### src/rtl/ahb_dma_src_fifo.sv
// DMA source peripheral: producer-fed FIFO drained by AHB-Lite reads of a DATA register,
// with empty-read wait states, ERROR responses and a four-phase DmacReq/ReqAck handshake.
module ahb_dma_src_fifo #(
  parameter int DEPTH      = 16,
  parameter int REQ_THRESH = 4,
  parameter int MAX_WAIT   = 8
) (
  input  logic                   clk,
  input  logic                   rst,
  input  logic                   push_valid,
  input  logic [31:0]            push_data,
  output logic                   push_ready,
  input  logic                   HSEL,
  input  logic [31:0]            HADDR,
  input  logic [1:0]             HTRANS,
  input  logic                   HWRITE,
  input  logic                   HREADY,
  input  logic [31:0]            HWDATA,
  output logic [31:0]            HRDATA,
  output logic                   HREADYOUT,
  output logic [1:0]             HRESP,
  output logic                   DmacReq,
  input  logic                   ReqAck,
  output logic [$clog2(DEPTH):0] level
);

  localparam int AW = $clog2(DEPTH);
  localparam int LW = AW + 1;
  localparam int WW = $clog2(MAX_WAIT + 1);
  localparam logic [1:0] RESP_OKAY  = 2'b00;
  localparam logic [1:0] RESP_ERROR = 2'b01;

  typedef enum logic [1:0] {ST_IDLE, ST_WAIT, ST_ERR1, ST_ERR2} state_t;

  logic [31:0]   mem [DEPTH];
  logic [AW-1:0] wr_ptr_reg, rd_ptr_reg;
  logic [LW-1:0] level_reg;
  state_t        state_reg;
  logic [WW-1:0] wait_cnt_reg;
  logic          hready_reg;
  logic [1:0]    hresp_reg;
  logic [31:0]   hrdata_reg;
  logic          req_reg, armed_reg;

  logic fifo_empty, fifo_full, push_fire, pop_fire;
  logic accept, rd_data_now, rd_status, rd_raz, wait_done;
  logic [31:0] status_word;
  logic unused_bits;

  assign unused_bits = ^{HADDR[31:4], HADDR[1:0], HWDATA, HTRANS[0]};

  assign fifo_empty = (level_reg == '0);
  assign fifo_full  = (level_reg == LW'(DEPTH));
  assign push_fire  = push_valid & ~fifo_full;

  // New address phases are only taken while the current data phase is completing.
  assign accept      = HSEL & HREADY & HTRANS[1] & hready_reg;
  assign rd_data_now = accept & ~HWRITE & (HADDR[3:2] == 2'd0) & ~fifo_empty;
  assign rd_status   = accept & ~HWRITE & (HADDR[3:2] == 2'd1);
  assign rd_raz      = accept & ~HWRITE & HADDR[3];
  assign wait_done   = (state_reg == ST_WAIT) & ~fifo_empty;
  assign pop_fire    = rd_data_now | wait_done;
  assign status_word = {14'b0, fifo_empty, fifo_full, 16'(level_reg)};

  always_ff @(posedge clk) begin
    if (push_fire) mem[wr_ptr_reg] <= push_data;
  end

  always_ff @(posedge clk or posedge rst) begin
    if (rst) begin
      wr_ptr_reg <= '0;
      rd_ptr_reg <= '0;
      level_reg  <= '0;
    end else begin
      if (push_fire) wr_ptr_reg <= wr_ptr_reg + 1'b1;
      if (pop_fire)  rd_ptr_reg <= rd_ptr_reg + 1'b1;
      case ({push_fire, pop_fire})
        2'b10:   level_reg <= level_reg + 1'b1;
        2'b01:   level_reg <= level_reg - 1'b1;
        default: level_reg <= level_reg;
      endcase
    end
  end

  // Read data is loaded at the edge that opens the completing data phase.
  always_ff @(posedge clk or posedge rst) begin
    if (rst) begin
      hrdata_reg <= '0;
    end else if (pop_fire) begin
      hrdata_reg <= mem[rd_ptr_reg];
    end else if (rd_status) begin
      hrdata_reg <= status_word;
    end else if (rd_raz) begin
      hrdata_reg <= '0;
    end
  end

  always_ff @(posedge clk or posedge rst) begin
    if (rst) begin
      state_reg    <= ST_IDLE;
      hready_reg   <= 1'b1;
      hresp_reg    <= RESP_OKAY;
      wait_cnt_reg <= '0;
    end else begin
      case (state_reg)
        ST_IDLE, ST_ERR2: begin
          state_reg  <= ST_IDLE;
          hready_reg <= 1'b1;
          hresp_reg  <= RESP_OKAY;
          if (accept && HWRITE) begin
            state_reg  <= ST_ERR1;
            hready_reg <= 1'b0;
            hresp_reg  <= RESP_ERROR;
          end else if (accept && (HADDR[3:2] == 2'd0) && fifo_empty) begin
            state_reg    <= ST_WAIT;
            hready_reg   <= 1'b0;
            wait_cnt_reg <= '0;
          end
        end
        ST_WAIT: begin
          if (!fifo_empty) begin
            state_reg  <= ST_IDLE;
            hready_reg <= 1'b1;
          end else if (wait_cnt_reg == WW'(MAX_WAIT - 1)) begin
            state_reg <= ST_ERR1;
            hresp_reg <= RESP_ERROR;
          end else begin
            wait_cnt_reg <= wait_cnt_reg + 1'b1;
          end
        end
        default: begin
          state_reg  <= ST_ERR2;
          hready_reg <= 1'b1;
          hresp_reg  <= RESP_ERROR;
        end
      endcase
    end
  end

  // armed_reg clears on an acknowledged request and sets again once ReqAck is seen low.
  always_ff @(posedge clk or posedge rst) begin
    if (rst) begin
      req_reg   <= 1'b0;
      armed_reg <= 1'b1;
    end else if (req_reg) begin
      if (ReqAck) begin
        req_reg   <= 1'b0;
        armed_reg <= 1'b0;
      end
    end else begin
      if (!armed_reg && !ReqAck) armed_reg <= 1'b1;
      if ((armed_reg || !ReqAck) && (level_reg >= LW'(REQ_THRESH))) req_reg <= 1'b1;
    end
  end

  assign push_ready = ~fifo_full;
  assign HRDATA     = hrdata_reg;
  assign HREADYOUT  = hready_reg;
  assign HRESP      = hresp_reg;
  assign DmacReq    = req_reg;
  assign level      = level_reg;

endmodule

### config.mk
export PLATFORM = sky130hd
export DESIGN_NAME = ahb_dma_src_fifo
export DESIGN_NICKNAME = d
export VERILOG_FILES = /design/src/rtl/ahb_dma_src_fifo.sv
export SDC_FILE = /design/constraint.sdc
export NUM_CORES = 1
export LEC_CHECK = 0
export CAP_MARGIN = 15
export CORE_MARGIN = 10
export CORE_UTILIZATION = 53
export DETAILED_ROUTE_END_ITERATION = 10
export PLACE_DENSITY = 0.79
export REMOVE_ABC_BUFFERS = 1
export SLEW_MARGIN = 40
export SYNTH_ARGS = -nofsm -noshare
export SYNTH_HDL_FRONTEND = slang
export SYNTH_SLANG_ARGS = --single-unit
### constraint.sdc
create_clock -name clk -period 3.6 [get_ports clk]
set_input_delay 0.72 -clock clk [delete_from_list [all_inputs] [get_ports clk]]
set_output_delay 0.72 -clock clk [all_outputs]
set_load 0.01 [all_outputs]
==> results.sh, run 1 <==
export IMPL_status="complete, no violations"
export IMPL_drt_iter0_drc=1297
export IMPL_final_common_cell="edfxtp_1"
export IMPL_skew_ns=0.0415
export IMPL_p_leak_nw=8.63
export IMPL_placementRows=74
export IMPL_synth_avg_cell_area_sq_um=20.8
export IMPL_vias_per_cell=6.26
export IMPL_synth_area_sq_um=22200
export IMPL_synth_cell_types=54
export IMPL_grt_max_degree=57
export IMPL_cts_sinks=567
export IMPL_grt_pass1_wl_um=72500
export IMPL_rsz0062_at_grt="no"
export IMPL_fin_crit_ns=2.97
export IMPL_max_freq_mhz=336
export IMPL_ant_nets=0
export IMPL_syn_to_final_growth_pct=16.4
export IMPL_final_nets=1310
export IMPL_clock_latency_ns=0.62
export IMPL_dpl_hpwl_um=26500
export IMPL_p_clk_share_pct=28.4
export IMPL_arrival_ns=2.25
export IMPL_p_int_w=0.0143
export IMPL_clkTransAtPathRegs_ns=0.06
export IMPL_placed_area_sq_um=24000
export IMPL_cts_hold_buf=0
export IMPL_syn_inst=1068
export IMPL_worst_pin_slew_ns=0.862
export IMPL_overflow=0
export IMPL_max_slew_margin_pct=42.6
export IMPL_design_area_sq_um=25800
export IMPL_vias=11100
export IMPL_start_kind="flip-flop"
export IMPL_synth_edf_count=512
export IMPL_cts_buffer_depth=3
export IMPL_largest_reg_flops=512
export IMPL_numCtsBuffers=54
export IMPL_drc=0
export IMPL_synthFlopType="edfxtp_1"
export IMPL_seqPwrFrac_pct=43.2
export IMPL_gp_congestion=0.822
export IMPL_reg2reg_from="level[1]$_DFFE_PP0P_"
export IMPL_max_vdd_ir_drop_uv=472
export IMPL_cts_resized=0
export IMPL_final_cell_mix="edfxtp_1 (512), mux4_2 (129), clkdlybuf4s50_1 (82)"
export IMPL_powerDensity_nw_per_um2=788
export IMPL_yosysWarningCount=0
export IMPL_finalPower_w=0.0203
export IMPL_final_util_pct=62.8
export IMPL_cp_data_required_time_ns=2.88
export IMPL_p_sw_w=0.00605
export IMPL_start_util_pct=53.9
export IMPL_maxCapViolations=0
export IMPL_r2r_setup_slack_ns=0.77
export IMPL_nFillCells=2715
export IMPL_drive_gt1_share_pct=23.6
export IMPL_synthArstFlopShare_pct=9.70
export IMPL_critPathCaptureType="output pin"
export IMPL_finalWirelength_um=47600
export IMPL_fp_coreArea_sq_um=41100
export IMPL_grt_use_total_pct=19.2
export IMPL_fin_crit_sh_pct=82.6
export IMPL_wl_per_cell_um=26.8
export IMPL_swShare_pct=29.7
export IMPL_r2r_end="level[4]$_DFFE_PP0P_"
export IMPL_firstDrtPassIters=5
export IMPL_p_comb_share_pct=28.4
export IMPL_final_max_slew_viol_count=0
export IMPL_htree_levels=2
export IMPL_crit_type="reg -> out"
export IMPL_min_path_type="in -> async"
export IMPL_die_h_um=225
export IMPL_post_cts_setup_buffer_count=0
export IMPL_setup_viol=0
export IMPL_cts_root_buffer="clkbuf_16"
export IMPL_ys_seq_elements=567
export IMPL_hold_viol=0
export IMPL_cts_tree="yes"
export IMPL_tns_ns=0
export IMPL_grt_antenna_before_repair=2
export IMPL_die_width_um=225
export IMPL_die_area_sq_um=50400
export IMPL_grt_pass1_vias=11600
export IMPL_r2r_cells=11
export IMPL_cp_max_fo=10
export IMPL_numPortBuffers=82
export IMPL_ios=147
export IMPL_yosysSeqAreaShare_pct=75.6
metrics by stage:
step | hold WS (ns) | setup WS, ns | instances
after floorplan | 0.504 | -2.39 | 1008
after global placement | 0.487 | 0.456 | 1670
after detailed placement | 0.485 | 0.448 | 1670
after CTS | 0.468 | 0.632 | 1771
after global routing | 0.490 | 0.502 | 1771
final | 0.471 | 0.625 | 1772
layer usage:
metal / vias to the layer above / wire (um) / global-route usage, %
met5: - / 20 / 0
met1: 5833 / 19000 / 25.9
met3: 86 / 3630 / 3.60
met2: 482 / 23700 / 31.0
met4: 2 / 1220 / 6.69
li1: 4697 / - / -
power by group through the flow:
stage          Clock (W)  Sequential (W)  Combinational [W]
2_1_floorplan          0         0.00919            0.00353
3_3_place_gp           0         0.00888            0.00566
3_5_place_dp           0         0.00893            0.00578
4_1_cts          0.00586         0.00880            0.00582
5_1_grt          0.00612         0.00890            0.00617
6_report         0.00579         0.00879            0.00577
Yosys cell counts (4+ instances only):
master / count / area share (%)
edfxtp_1: 512 / 69
mux4_2: 129 / 13
nor3_1: 65 / 1.5
mux2i_1: 54 / 2.4
dfrtp_1: 53 / 6.0
buf_2: 30 / 0.68
a211o_1: 25 / 0.99
nor2_1: 18 / 0.30
inv_1: 17 / 0.29
clkbuf_1: 16 / 0.27
nand2_1: 14 / 0.24
nand3_1: 12 / 0.27
ha_1: 11 / 0.62
a21oi_1: 8 / 0.18
buf_1: 8 / 0.14
o21ai_0: 7 / 0.16
xnor2_1: 7 / 0.28
xor2_1: 6 / 0.24
a221o_1: 5 / 0.23
a22oi_1: 5 / 0.17
a211oi_1: 4 / 0.14
a31oi_1: 4 / 0.11
buf_6: 4 / 0.20
nand4_1: 4 / 0.11
nor2b_1: 4 / 0.11
kinds of logic after synthesis:
family	count (synthesis)	share of synthesized area (%)
flip-flops	567	75.6
multiplexers	186	15.7
AND/OR/NAND/NOR	135	3.16
AO/OA/AOI/OAI	77	2.74
buffers and inverters	77	1.64
XOR/XNOR	13	0.514
adder cells (fa/ha/maj)	12	0.666
other	1	0.0169
worst max path at each step:
stage	slack (ns)	endpoint	cells past startpoint	start
2_1_floorplan	-2.39	HRDATA[2]$_DFFE_PP0P_	3	rd_ptr_reg[1]$_DFFE_PP0P_
4_1_cts	0.63	push_ready	3	level[1]$_DFFE_PP0P_
5_1_grt	0.50	level[4]$_DFFE_PP0P_	11	level[1]$_DFFE_PP0P_
6_report	0.63	push_ready	3	level[1]$_DFFE_PP0P_
3_3_place_gp	0.46	level[4]$_DFFE_PP0P_	12	HADDR[2]
3_5_place_dp	0.45	level[4]$_DFFE_PP0P_	11	HSEL
worst max-delay path, stage by stage, from the launching register on:
cell and delay (ns):
dfrtp_1 0.50, nor4_2 0.55, nand2_1 0.11, clkdlybuf4s50_1 0.50
layout make-up:
type,count,area (sq um),area share (%)
flip-flops and latches,567,16800,64.9
multi-input cells,424,5190,20.1
clock buffers,77,1530,5.92
repair buffers,130,1290,5.01
well taps,532,666,2.58
clock inverters,24,309,1.20
inverters,17,63.8,0.247
diodes,1,2.50,0.00969
Note: power is estimated with default switching activity, not from simulation.
==> inputs of run 2 (changes only) <==
==> constraint.sdc (replaced) <==
create_clock -name clk -period 2.5 [get_ports clk]
set_input_delay 0.5 -clock clk [delete_from_list [all_inputs] [get_ports clk]]
set_output_delay 0.5 -clock clk [all_outputs]
set_load 0.01 [all_outputs]
==> results.sh, run 2 (synthesis results as in run 1) <==
export IMPL_syn_to_final_growth_pct=19.3
export IMPL_rsz0062_at_grt="no"
export IMPL_ant_nets=0
export IMPL_fin_crit_sh_pct=94.3
export IMPL_cts_tree="yes"
export IMPL_clock_latency_ns=0.59
export IMPL_max_vdd_ir_drop_uv=714
export IMPL_crit_type="reg -> out"
export IMPL_firstDrtPassIters=5
export IMPL_ff_latch_area_sq_um=16800
export IMPL_cp_buffers_inverters=3
export IMPL_fin_crit_ns=2.36
export IMPL_grt_use_total_pct=20.0
export IMPL_crit_chain="buf_4 -> nor4_4 -> buf_4 -> nand2_1 -> clkdlybuf4s15_1"
export IMPL_final_common_cell="edfxtp_1"
export IMPL_grt_pass1_wl_um=75600
export IMPL_p_leak_nw=8.93
export IMPL_grt_antenna_before_repair=3
export IMPL_cp_max_fo=6
export IMPL_overflow=0
export IMPL_drt_iter0_drc=1312
export IMPL_final_cell_mix="edfxtp_1 (512), mux4_2 (129), clkdlybuf4s50_1 (81)"
export IMPL_maxCapViolations=0
export IMPL_path_delay_family="buffers and inverters"
export IMPL_placementRows=74
export IMPL_setup_viol=0
export IMPL_die_width_um=225
export IMPL_crit_top_cell="buf_4"
export IMPL_cpPeakStageDelay_ns=0.39
export IMPL_drive_gt1_share_pct=25.4
export IMPL_start_util_pct=53.9
export IMPL_cts_root_buffer="clkbuf_16"
export IMPL_min_path_type="in -> async"
export IMPL_dpl_hpwl_um=28600
export IMPL_cts_sinks=567
export IMPL_cts_buffer_depth=3
export IMPL_htree_levels=2
export IMPL_status="complete, no violations"
export IMPL_grt_max_degree=64
export IMPL_hold_viol=0
export IMPL_tns_ns=0
export IMPL_cp_data_required_time_ns=2.00
export IMPL_die_h_um=225
export IMPL_place_inst=1704
export IMPL_wl_per_cell_um=27.7
export IMPL_drc=0
export IMPL_timing_hold_ws_ns=0.257
export IMPL_ios=147
export IMPL_die_area_sq_um=50400
export IMPL_vias=11500
export IMPL_final_max_slew_viol_count=0
export IMPL_powerDensity_nw_per_um2=1140
export IMPL_start_kind="flip-flop"
export IMPL_nFillCells=2642
export IMPL_skew_ns=0.0126
export IMPL_numPortBuffers=82
export IMPL_gp_congestion=0.801
export IMPL_largest_reg_flops=512
export IMPL_worst_path_max_delay_cell="dfrtp_1"
export IMPL_clkTransAtPathRegs_ns=0.06
export IMPL_multi_input_area_sq_um=5200
export IMPL_stdcell_count=1809
export IMPL_arrival_ns=1.86
export IMPL_max_freq_mhz=424
export IMPL_cts_hold_buf=0
export IMPL_final_nets=1346
export IMPL_finalWirelength_um=50100
export IMPL_worst_pin_slew_ns=0.587
export IMPL_numCtsBuffers=55
export IMPL_critPathCaptureType="output pin"
export IMPL_vias_per_cell=6.36
export IMPL_grt_pass1_vias=11800
export IMPL_fp_coreArea_sq_um=41100
export IMPL_max_slew_margin_pct=60.4
## run 2: changes by cell type in the layout (fill, tap and decap cells not counted), moves of 3 or more
cell and change:
buf_12 +26, clkinv_1 +14, buf_4 +9, clkbuf_1 -9
clkbuf_8 -7, clkinv_2 +4, bufinv_16 +3, clkinvlp_4 -3
## run 2: path summary, 6_finish.rpt
kind,from,endpoint,slack (ns),cells past startpoint
worst min-delay path,rst,HRDATA[29]$_DFFE_PP0P_,0.26,2
max in group asynchronous,rst,rd_ptr_reg[2]$_DFFE_PP0P_,1.52,3
worst max register to register,level[0]$_DFFE_PP0P_,level[4]$_DFFE_PP0P_,0.14,10
worst min register to register,HRDATA[16]$_DFFE_PP0P_,HRDATA[16]$_DFFE_PP0P_,0.50,1
min in group clk,HRDATA[16]$_DFFE_PP0P_,HRDATA[16]$_DFFE_PP0P_,0.50,1
worst max-delay path,level[3]$_DFFE_PP0P_,push_ready,0.14,5
## run 2: cell type report
type	instances	area share, %
tap	532	2.52
sequential	567	63.4
multi-input combinational	424	19.7
inverter	17	0.241
timing repair buffer	165	7.12
clock buffer	63	5.48
antenna	1	0.00946
clock inverter	40	1.59
## run 2: power by group
group          internal [W]  leakage, nW  switching (W)  total, W
combinational       0.00453         2.71        0.00479   0.00932
clock               0.00507        0.913        0.00346   0.00853
sequential           0.0116         5.30       0.000746    0.0124
## run 2: repair_timing
action,in CTS,in global routing
hold endpoints to repair,0,0
endpoints found under the setup margin,1,1
setup buffers,0,1
gates resized for setup,2,1
pin swaps,0,1
## run 2: per-layer routing
| layer | routed length [um] | global-route usage (%) |
|---|---|---|
| met5 | 24 | 0 |
| met4 | 1320 | 7.17 |
| met1 | 19600 | 27.3 |
| met3 | 4390 | 3.75 |
| met2 | 24800 | 32.1 |
## run 2: through the flow
stage | setup slack [ns] | power [W] | utilization, % | area, sq um
floorplan | -3.49 | 0.0176 | - | 21900
global placement | -0.130 | 0.0215 | 59.7 | 24600
detailed placement | -0.167 | 0.0218 | 59.7 | 24600
CTS | 0.0452 | 0.0304 | 64.3 | 26400
global route | 0.0222 | 0.0314 | 64.3 | 26400
finish | 0.142 | 0.0302 | 64.3 | 26400
==> inputs of run 3 (changes only) <==
==> constraint.sdc (replaced) <==
create_clock -name clk -period 1.9 [get_ports clk]
set_input_delay 0.38 -clock clk [delete_from_list [all_inputs] [get_ports clk]]
set_output_delay 0.38 -clock clk [all_outputs]
set_load 0.01 [all_outputs]
==> results.sh, run 3 (synthesis results as in run 1) <==
export IMPL_final_common_cell="edfxtp_1"
export IMPL_grt_pass1_wl_um=86100
export IMPL_timing_hold_ws_ns=0.0641
export IMPL_clkTransAtPathRegs_ns=0.06
export IMPL_max_vdd_ir_drop_uv=1180
export IMPL_clock_latency_ns=0.64
export IMPL_met3_usage_pct=4.75
export IMPL_critPathCaptureType="flip-flop"
export IMPL_die_area_sq_um=50400
export IMPL_powerDensity_nw_per_um2=1550
export IMPL_overflow=0
export IMPL_grt_use_total_pct=23.2
export IMPL_finalWirelength_um=62000
export IMPL_grt_antenna_before_repair=2
export IMPL_final_max_slew_viol_count=0
export IMPL_fin_ws_ns=-0.408
export IMPL_stdcell_count=1928
export IMPL_htree_levels=2
export IMPL_maxCapViolations=0
export IMPL_drc=0
export IMPL_ios=147
export IMPL_setup_viol=587
export IMPL_design_area_sq_um=28300
export IMPL_p_leak_nw=9.79
export IMPL_max_freq_mhz=433
export IMPL_r2r_setup_slack_ns=-0.41
export IMPL_gr_usage_met2_pct=38.8
export IMPL_firstDrtPassIters=5
export IMPL_gp_congestion=0.805
export IMPL_worst_pin_slew_ns=0.662
export IMPL_cts_root_buffer="clkbuf_16"
export IMPL_max_slew_margin_pct=55.7
export IMPL_fp_coreArea_sq_um=41100
export IMPL_vias=12700
export IMPL_grt_pass1_vias=12900
export IMPL_status="complete, but fails checks"
export IMPL_cts_tree="yes"
export IMPL_vias_per_cell=6.57
export IMPL_skew_ns=0.0376
export IMPL_r2r_end="level[4]$_DFFE_PP0P_"
export IMPL_numCtsBuffers=55
export IMPL_start_kind="flip-flop"
export IMPL_r2r_cells=10
export IMPL_arrival_ns=2.86
export IMPL_final_cell_mix="edfxtp_1 (512), mux4_2 (129), buf_4 (86)"
export IMPL_fin_crit_ns=2.31
export IMPL_die_h_um=225
export IMPL_violations="setup timing"
export IMPL_nFillCells=2355
export IMPL_diodes=0
export IMPL_dpl_hpwl_um=30500
export IMPL_start_util_pct=53.9
export IMPL_numPortBuffers=82
export IMPL_finalPower_w=0.0440
export IMPL_final_nets=1465
export IMPL_cp_max_fo=3
export IMPL_placed_area_sq_um=25200
export IMPL_hold_viol=0
export IMPL_drt_iter0_drc=1717
export IMPL_ant_nets=0
export IMPL_placementRows=74
export IMPL_fin_crit_sh_pct=121
export IMPL_grt_max_degree=44
export IMPL_grt_busiest_layer="met2"
export IMPL_die_width_um=225
export IMPL_wl_per_cell_um=32.1
export IMPL_cts_sinks=567
export IMPL_drive_gt1_share_pct=36.0
export IMPL_largest_reg_flops=512
export IMPL_reg2reg_from="level[3]$_DFFE_PP0P_"
export IMPL_place_inst=1762
export IMPL_min_path_type="in -> async"
export IMPL_syn_to_final_growth_pct=27.8
export IMPL_crit_type="reg -> reg"
export IMPL_rsz0062_at_grt="yes"
export IMPL_cp_data_required_time_ns=2.45
export IMPL_cts_hold_buf=0
export IMPL_grt_use_met1_pct=29.7
export IMPL_cts_buffer_depth=3
[run 3: cell types whose count changed in the layout (fill, tap and decap cells not counted), sizes merged]
cell | before | now
clkinvlp | 2 | 3
diode | 1 | 0
dlygate4sd2 | 0 | 7
clkdlybuf4s50 | 81 | 73
buf | 83 | 199
clkbuf | 63 | 73
bufinv | 9 | 3
[run 3: timing repair]
item                                   CTS  global route
setup endpoints to repair              590           593
endpoints found under the hold margin    0             0
gates cloned                             9             5
buffers inserted                        28            23
pin swaps                               57            13
resized for setup                      114            68
[run 3: per-stage QoR]
stage | utilization [%] | TNS [ns] | worst slack [ns]
after floorplan | - | -858.78 | -4.09
after global placement | 61.2 | -169.64 | -0.574
after detailed placement | 61.2 | -215.95 | -0.584
after CTS | 67.8 | -72.30 | -0.371
after global routing | 68.9 | -114.23 | -0.462
final | 68.9 | -82.48 | -0.408
[run 3: critical path, cell delays in order, from the launching register on]
cell	delay, ns
dfrtp_1	0.39
or4_4	0.57
nor2_4	0.13
nor2_4	0.07
ha_4	0.17
xor2_1	0.14
ha_2	0.22
and3b_1	0.20
o21ai_2	0.07
a21oi_2	0.14
xnor2_1	0.12
[run 3: how the worst max path moves through the flow]
stage | startpoint | to
floorplan | rd_ptr_reg[1]$_DFFE_PP0P_ | HRDATA[2]$_DFFE_PP0P_
global placement | HADDR[3] | level[4]$_DFFE_PP0P_
detailed placement | HSEL | level[2]$_DFFE_PP0P_
CTS | level[3]$_DFFE_PP0P_ | level[4]$_DFFE_PP0P_
global route | level[3]$_DFFE_PP0P_ | level[4]$_DFFE_PP0P_
finish | level[3]$_DFFE_PP0P_ | level[4]$_DFFE_PP0P_
[run 3: layout make-up]
| cell class | instances | area, sq um | share of cell area (%) |
|---|---|---|---|
| clock buffers | 69 | 1470 | 5.18 |
| flip-flops and latches | 567 | 16800 | 59.2 |
| multi-input cells | 424 | 5600 | 19.8 |
| clock inverters | 35 | 323 | 1.14 |
| well taps | 532 | 666 | 2.35 |
| inverters | 17 | 63.8 | 0.225 |
| repair buffers | 284 | 3460 | 12.2 |
[run 3: routing by layer]
metal / vias to the layer above / wire length, um
li1: 5008 / -
met5: - / 29
met4: 4 / 2550
met2: 934 / 30800
met1: 6547 / 21500
met3: 172 / 7090
[run 3: where the power goes]
| group | total (W) | switching, W | internal, W |
|---|---|---|---|
| Combinational | 0.0169 | 0.00848 | 0.00846 |
| Clock | 0.0109 | 0.00491 | 0.00596 |
| Sequential | 0.0162 | 0.000864 | 0.0153 |
